### src/rtl/arbiter_rr_reg.sv
// N-input valid/ready arbiter (round-robin or fixed priority) feeding a one-entry output register.
// Optional macro ARBITER_RR_SRC_ID_EN adds out_src, the channel index of the buffered beat.
module arbiter_rr_reg #(
  parameter int N          = 4,
  parameter int DWIDTH     = 8,
  parameter int FIXED_PRIO = 0
) (
  input  logic                  clk,
  input  logic                  rst,
  input  logic [N-1:0]          in_valid,
  input  logic [N*DWIDTH-1:0]   in_data,
  output logic [N-1:0]          in_ready,
  output logic                  out_valid,
  output logic [DWIDTH-1:0]     out_data,
  input  logic                  out_ready
`ifdef ARBITER_RR_SRC_ID_EN
  ,
  output logic [$clog2(N)-1:0]  out_src
`endif
);

  localparam int PW = $clog2(N);

  logic [PW-1:0]     ptr;
  logic [PW-1:0]     grant;
  logic [PW:0]       cand;
  logic              found;
  logic              any_req;
  logic              load;
  logic              xfer;
  logic [DWIDTH-1:0] grant_data;

  // Scan from ptr upward; the wrap is an explicit compare so non-power-of-2 N works.
  always_comb begin
    found = 1'b0;
    grant = '0;
    cand  = '0;
    for (int k = 0; k < N; k++) begin
      cand = {1'b0, ptr} + (PW+1)'(k);
      if (cand >= (PW+1)'(N)) begin
        cand = cand - (PW+1)'(N);
      end
      if (!found && in_valid[cand[PW-1:0]]) begin
        found = 1'b1;
        grant = cand[PW-1:0];
      end
    end
  end

  assign any_req    = |in_valid;
  assign load       = !out_valid || out_ready;
  assign xfer       = any_req && load && !rst;
  assign grant_data = in_data[grant*DWIDTH +: DWIDTH];

  always_comb begin
    in_ready = '0;
    if (xfer) begin
      in_ready[grant] = 1'b1;
    end
  end

  always_ff @(posedge clk) begin
    if (rst) begin
      out_valid <= 1'b0;
      out_data  <= '0;
      ptr       <= '0;
`ifdef ARBITER_RR_SRC_ID_EN
      out_src   <= '0;
`endif
    end else begin
      if (xfer) begin
        out_valid <= 1'b1;
        out_data  <= grant_data;
`ifdef ARBITER_RR_SRC_ID_EN
        out_src   <= grant;
`endif
      end else if (out_ready) begin
        out_valid <= 1'b0;
      end
      // Fixed-priority mode leaves ptr at 0 so channel 0 always wins.
      if (xfer && (FIXED_PRIO == 0)) begin
        ptr <= (grant == PW'(N-1)) ? '0 : grant + 1'b1;
      end
    end
  end

endmodule

### config.mk
export PLATFORM = sky130hd
export DESIGN_NAME = arbiter_rr_reg
export DESIGN_NICKNAME = d
export VERILOG_FILES = /design/src/rtl/arbiter_rr_reg.sv
export SDC_FILE = /design/constraint.sdc
export NUM_CORES = 1
export LEC_CHECK = 0
export BUFFER_PORTS_ARGS = -buffer_cell sky130_fd_sc_hd__buf_2
export CAP_MARGIN = 40
export CORE_MARGIN = 2
export CORE_UTILIZATION = 41
export CTS_BUF_LIST = sky130_fd_sc_hd__clkbuf_4 sky130_fd_sc_hd__clkbuf_8
export DETAILED_ROUTE_END_ITERATION = 8
export GPL_ROUTABILITY_DRIVEN = 0
export GPL_TIMING_DRIVEN = 0
export MAX_ROUTING_LAYER = met4
export PLACE_DENSITY = 0.79
export SYNTH_ARGS = -nofsm -noshare
export SYNTH_HDL_FRONTEND = slang
export SYNTH_SLANG_ARGS = --single-unit
### constraint.sdc
create_clock -name clk -period 1.75 [get_ports clk]
set_clock_uncertainty 0.1 [all_clocks]
set_input_delay 0 -clock clk [delete_from_list [all_inputs] [get_ports clk]]
set_output_delay 0 -clock clk [all_outputs]
set_load 0.05 [all_outputs]
==> results <==
- The run finished, with violations left.
- The final reports fail on setup timing.
- By count the netlist is led by 16 x mux2i_1, 11 x dfxtp_1, 8 x nand3b_1, 8 x o221ai_1, 5 x nor2_1.
- The detailed router placed 1191 vias in this run.
- In this run the critical register-to-register path is captured at out_data[7].
- The die is 47.2 um wide.
- In this run the static leakage power is 0.772 nW.
- The total number of placement rows is 15.
- The DRC marker count from the first detailed-route iteration is 92.
- The cell type group with the largest total delay on the critical path is flip-flops.
- The proportion of netlist area held by the largest area contributor is 28.8%.
- The vias per cell is 5.98.
- The starting density of the core is 43.9%.
- The initial antenna violation count was 0.
- The height of the chip is 47.2 um.
- The path type of the worst min-delay path is in -> reg.
- The fill cell instance count of the final layout is 62.
- The maximum achievable frequency is 562 MHz.
- The count of mapped cells out of synthesis is 76.
- The final layout contains routed wiring with a total length of 4100 um.
- During I/O placement, the number of pins put on the boundary was 52.
- The final setup slack of the worst path is -0.0282 ns.
- The top flip-flop cell by instance count after synthesis is dfxtp_1.
- The cell area power density is 704 nW/um^2.
- The number of enable flip-flop cells after synthesis is 0.
- The delay contributed by the slowest stage of the critical path is 0.36 ns.
- Sorting the synthesized cells by area gives the leading types as dfxtp_1 29%, mux2i_1 21%, o221ai_1 9.2%.
- In the final routed layout, each cell accounts on average for 20.6 um.
- In this run the worst path has a maximum fanout of 12.
- Compared with the post-synthesis result, the final layout area differs by 108%.
- After layout, the design draws a total of 1.12 mW.
- Counting instances, the worst hold path has a depth of 4.
- Clock-pin slew was measured on the worst setup and hold paths at 0.08 ns.
- Yosys printed 0 warnings.
- Counting along the longest clock path gives a buffer depth of 2.
- Counting buffers and inverters, the worst setup path is 6 cells deep.
- The proportion of layout cells with a drive suffix above 1 is 48.6%.
- The category of the critical setup timing path is reg -> reg.
- After the last flow step, the layout net total stands at 213.
- The DRC violations left is 0.
- The arrival time reported for the critical path endpoint is 1.82 ns.
- The startpoint of the worst register-to-register path is ptr[0].
- Before antenna repair, the detailed router went through 4 iterations.
- The summed instance area of the synthesized netlist is 766 um^2.
- The largest individual stage delay along the critical path comes from the cell dfxtp_2.
- The clock tree from TritonCTS is done.
- Setup repair after global routing could not meet its margin everywhere.
- The clock root buffer is clkbuf_4.
- The start point of the worst hold path is in_valid[2].
- The average size of a mapped cell is 10.1 um^2.
- The total area inside the core boundary comes to 1750 um^2.
- STA classifies the critical path endpoint as a flip-flop.
- The number of standard cells in the final layout excluding fillers is 199.
- Among all cell types in the netlist, the one instantiated most often is mux2i_1.
- TritonCTS created 3 clock buffers.
- The path with the worst hold slack has its endpoint at out_valid.
- The depth of the most critical reg-to-reg path is 6.
- After synthesis, the netlist uses 24 different library cells.
- The count of pins over their slew limit was 0.
- The die area is 2230 um^2.
- The reg-to-reg setup timing slack is -0.03 ns.
- Across the run, the number of max-cap violations was 0.
- The worst slew margin relative to its limit is 43.9%.
- The post-synthesis sequential element count is 11.
- In this run the number of H-tree levels came out at 1.
- The synthesized net count is 115.
- The maximum number of pins on one net before global-route repair is 11.
- Dividing the final minimum period by the clock period gives 102%.
- The share of flip-flops with an asynchronous set or reset is 0%.
- The clock sink count is 11.
- The wire-length estimate of the detail-placed layout is 1590 um.
- The clock reaches the later pin of the worst-skew pair after 0.28 ns.
- The total negative slack for setup checks is -0.0448 ns.
- Global routing used 36.3% of the available tracks across all layers.
- The number of setup violations in the final report is 2.
- Input and output buffers added on the ports amount to 51.
- The number of global-route vias before repair is 1141.
- For the pin with the worst max-slew slack, the measured transition is 0.834 ns.
- The number of hold violations in the final report was 0.
- Once detail routing completed, the nets flagged for antenna violations numbered 0.
- The wire length of the first global-routing pass is 5420 um.
- Walking the worst path, the cells encountered are nor2b_4 > nor3b_2 > o22ai_2 > buf_4 > mux2i_1 > o221ai_1.
- VDD sags by at most 0.000549 V.
- The largest total area in the synthesized netlist belongs to dfxtp_1.
- The required time reported for the critical path endpoint is 1.80 ns.
- Once placement completed, the tool counted placed cells totaling 152.
- The number of buffers and inverters on the critical path is 1.
- The worst setup path is launched from a flip-flop.
- The total overflow left after global routing is 0.
- The time the final worst path needs with I/O delays and setup is 1.78 ns.
- The sequential fraction of the synthesis area is 28.8%.
[cells by family (layout without fill, tap and decap cells)]
logic type	after synthesis	after routing	synth area share [%]
xor gates and xnor gates	1	1	1.14
AOI/OAI and AO/OA	13	13	18.5
and+or+nand+nor	31	31	26.6
buffers and inverters	4	101	4.08
other	0	1	0
DFF	11	11	28.8
muxes	16	16	20.9
[layer usage]
layer / share of wire (%) / track usage (%)
met5: 0 / -
met3: 10 / 6.92
met4: 5.2 / 13.9
met2: 49 / 61.4
met1: 35 / 42.1
[worst max path at each step]
stage                  endpoint  startpoint  slack [ns]
global placement    out_data[1]      ptr[1]        0.10
detailed placement  out_data[4]      ptr[0]        0.07
global route        out_data[7]      ptr[0]       -0.08
floorplan           in_ready[1]   out_valid       -0.19
CTS                 in_ready[3]   out_valid       0.002
finish              out_data[7]      ptr[0]       -0.03
[repair_timing]
action                                  CTS  global route
gates resized for setup                   7            17
cloned                                    0             0
hold endpoints to repair                 10             0
pin swaps                                 1             5
hold buffers                             35             0
setup buffers                             1             7
endpoints found under the setup margin    4            11
[layout by cell type (no fill, tap or decap)]
cell type / netlist / routed
dfxtp_2: 0 / 1
nor2_1: 5 / 5
mux2i_2: 0 / 1
o221ai_1: 8 / 8
o32a_2: 1 / 1
o32ai_4: 1 / 1
nor2b_1: 4 / 2
nor2b_4: 1 / 2
clkbuf_1: 1 / 1
nor2b_2: 1 / 2
nor4_1: 1 / 1
xnor2_1: 1 / 1
a21boi_1: 1 / 1
nand3b_1: 8 / 8
nor3_2: 1 / 1
dlygate4sd3_1: 0 / 35
and3_2: 2 / 2
a211oi_2: 1 / 1
nor3b_2: 1 / 1
nand2_1: 2 / 2
mux2i_1: 16 / 15
buf_12: 0 / 2
buf_2: 1 / 47
buf_6: 2 / 4
clkbuf_4: 0 / 4
nor3_1: 4 / 1
dfxtp_4: 0 / 1
o22ai_2: 1 / 1
or3_4: 0 / 1
buf_4: 0 / 8
dfxtp_1: 11 / 9
nor3_4: 0 / 3
diode_2: 0 / 1
[final cells by class]
class                           count  area, um^2  share of cell area (%)
Timing Repair Buffer               94         699                    44.0
Antenna cell                        1        2.50                   0.157
Buffer                              3        35.0                    2.20
Clock buffer                        4        30.0                    1.89
Sequential cell                    11         225                    14.2
Multi-Input combinational cell     61         567                    35.6
Tap cell                           25        31.3                    1.97
[metrics by stage]
step / setup WS [ns] / area, um^2 / hold WS [ns] / util, %
detailed placement: 0.0674 / 1060 / 0.204 / 60.9
CTS: 0.00172 / 1470 / 0.0452 / 84.0
global route: -0.0827 / 1590 / 0.126 / 91.0
global placement: 0.102 / 1060 / 0.188 / 60.9
floorplan: -0.191 / 776 / 0.0997 / -
finish: -0.0282 / 1590 / 0.103 / 91.1
[worst reg2reg max path, stage by stage, from the launching register on]
cell	delay, ns
dfxtp_2	0.36
nor2b_4	0.17
nor3b_2	0.08
o22ai_2	0.19
buf_4	0.30
mux2i_1	0.29
o221ai_1	0.17
[report_power, final]
part	internal [mW]	total (mW)	switching (mW)
Clock	0.104	0.205	0.101
Sequential	0.289	0.324	0.0347
Combinational	0.254	0.592	0.338
[sequential cells by signal (all words and copies together) (netlist names)]
register and flops:
ptr 2, out_valid 1, out_data 8
No activity file was read; power rests on OpenSTA's default activity.
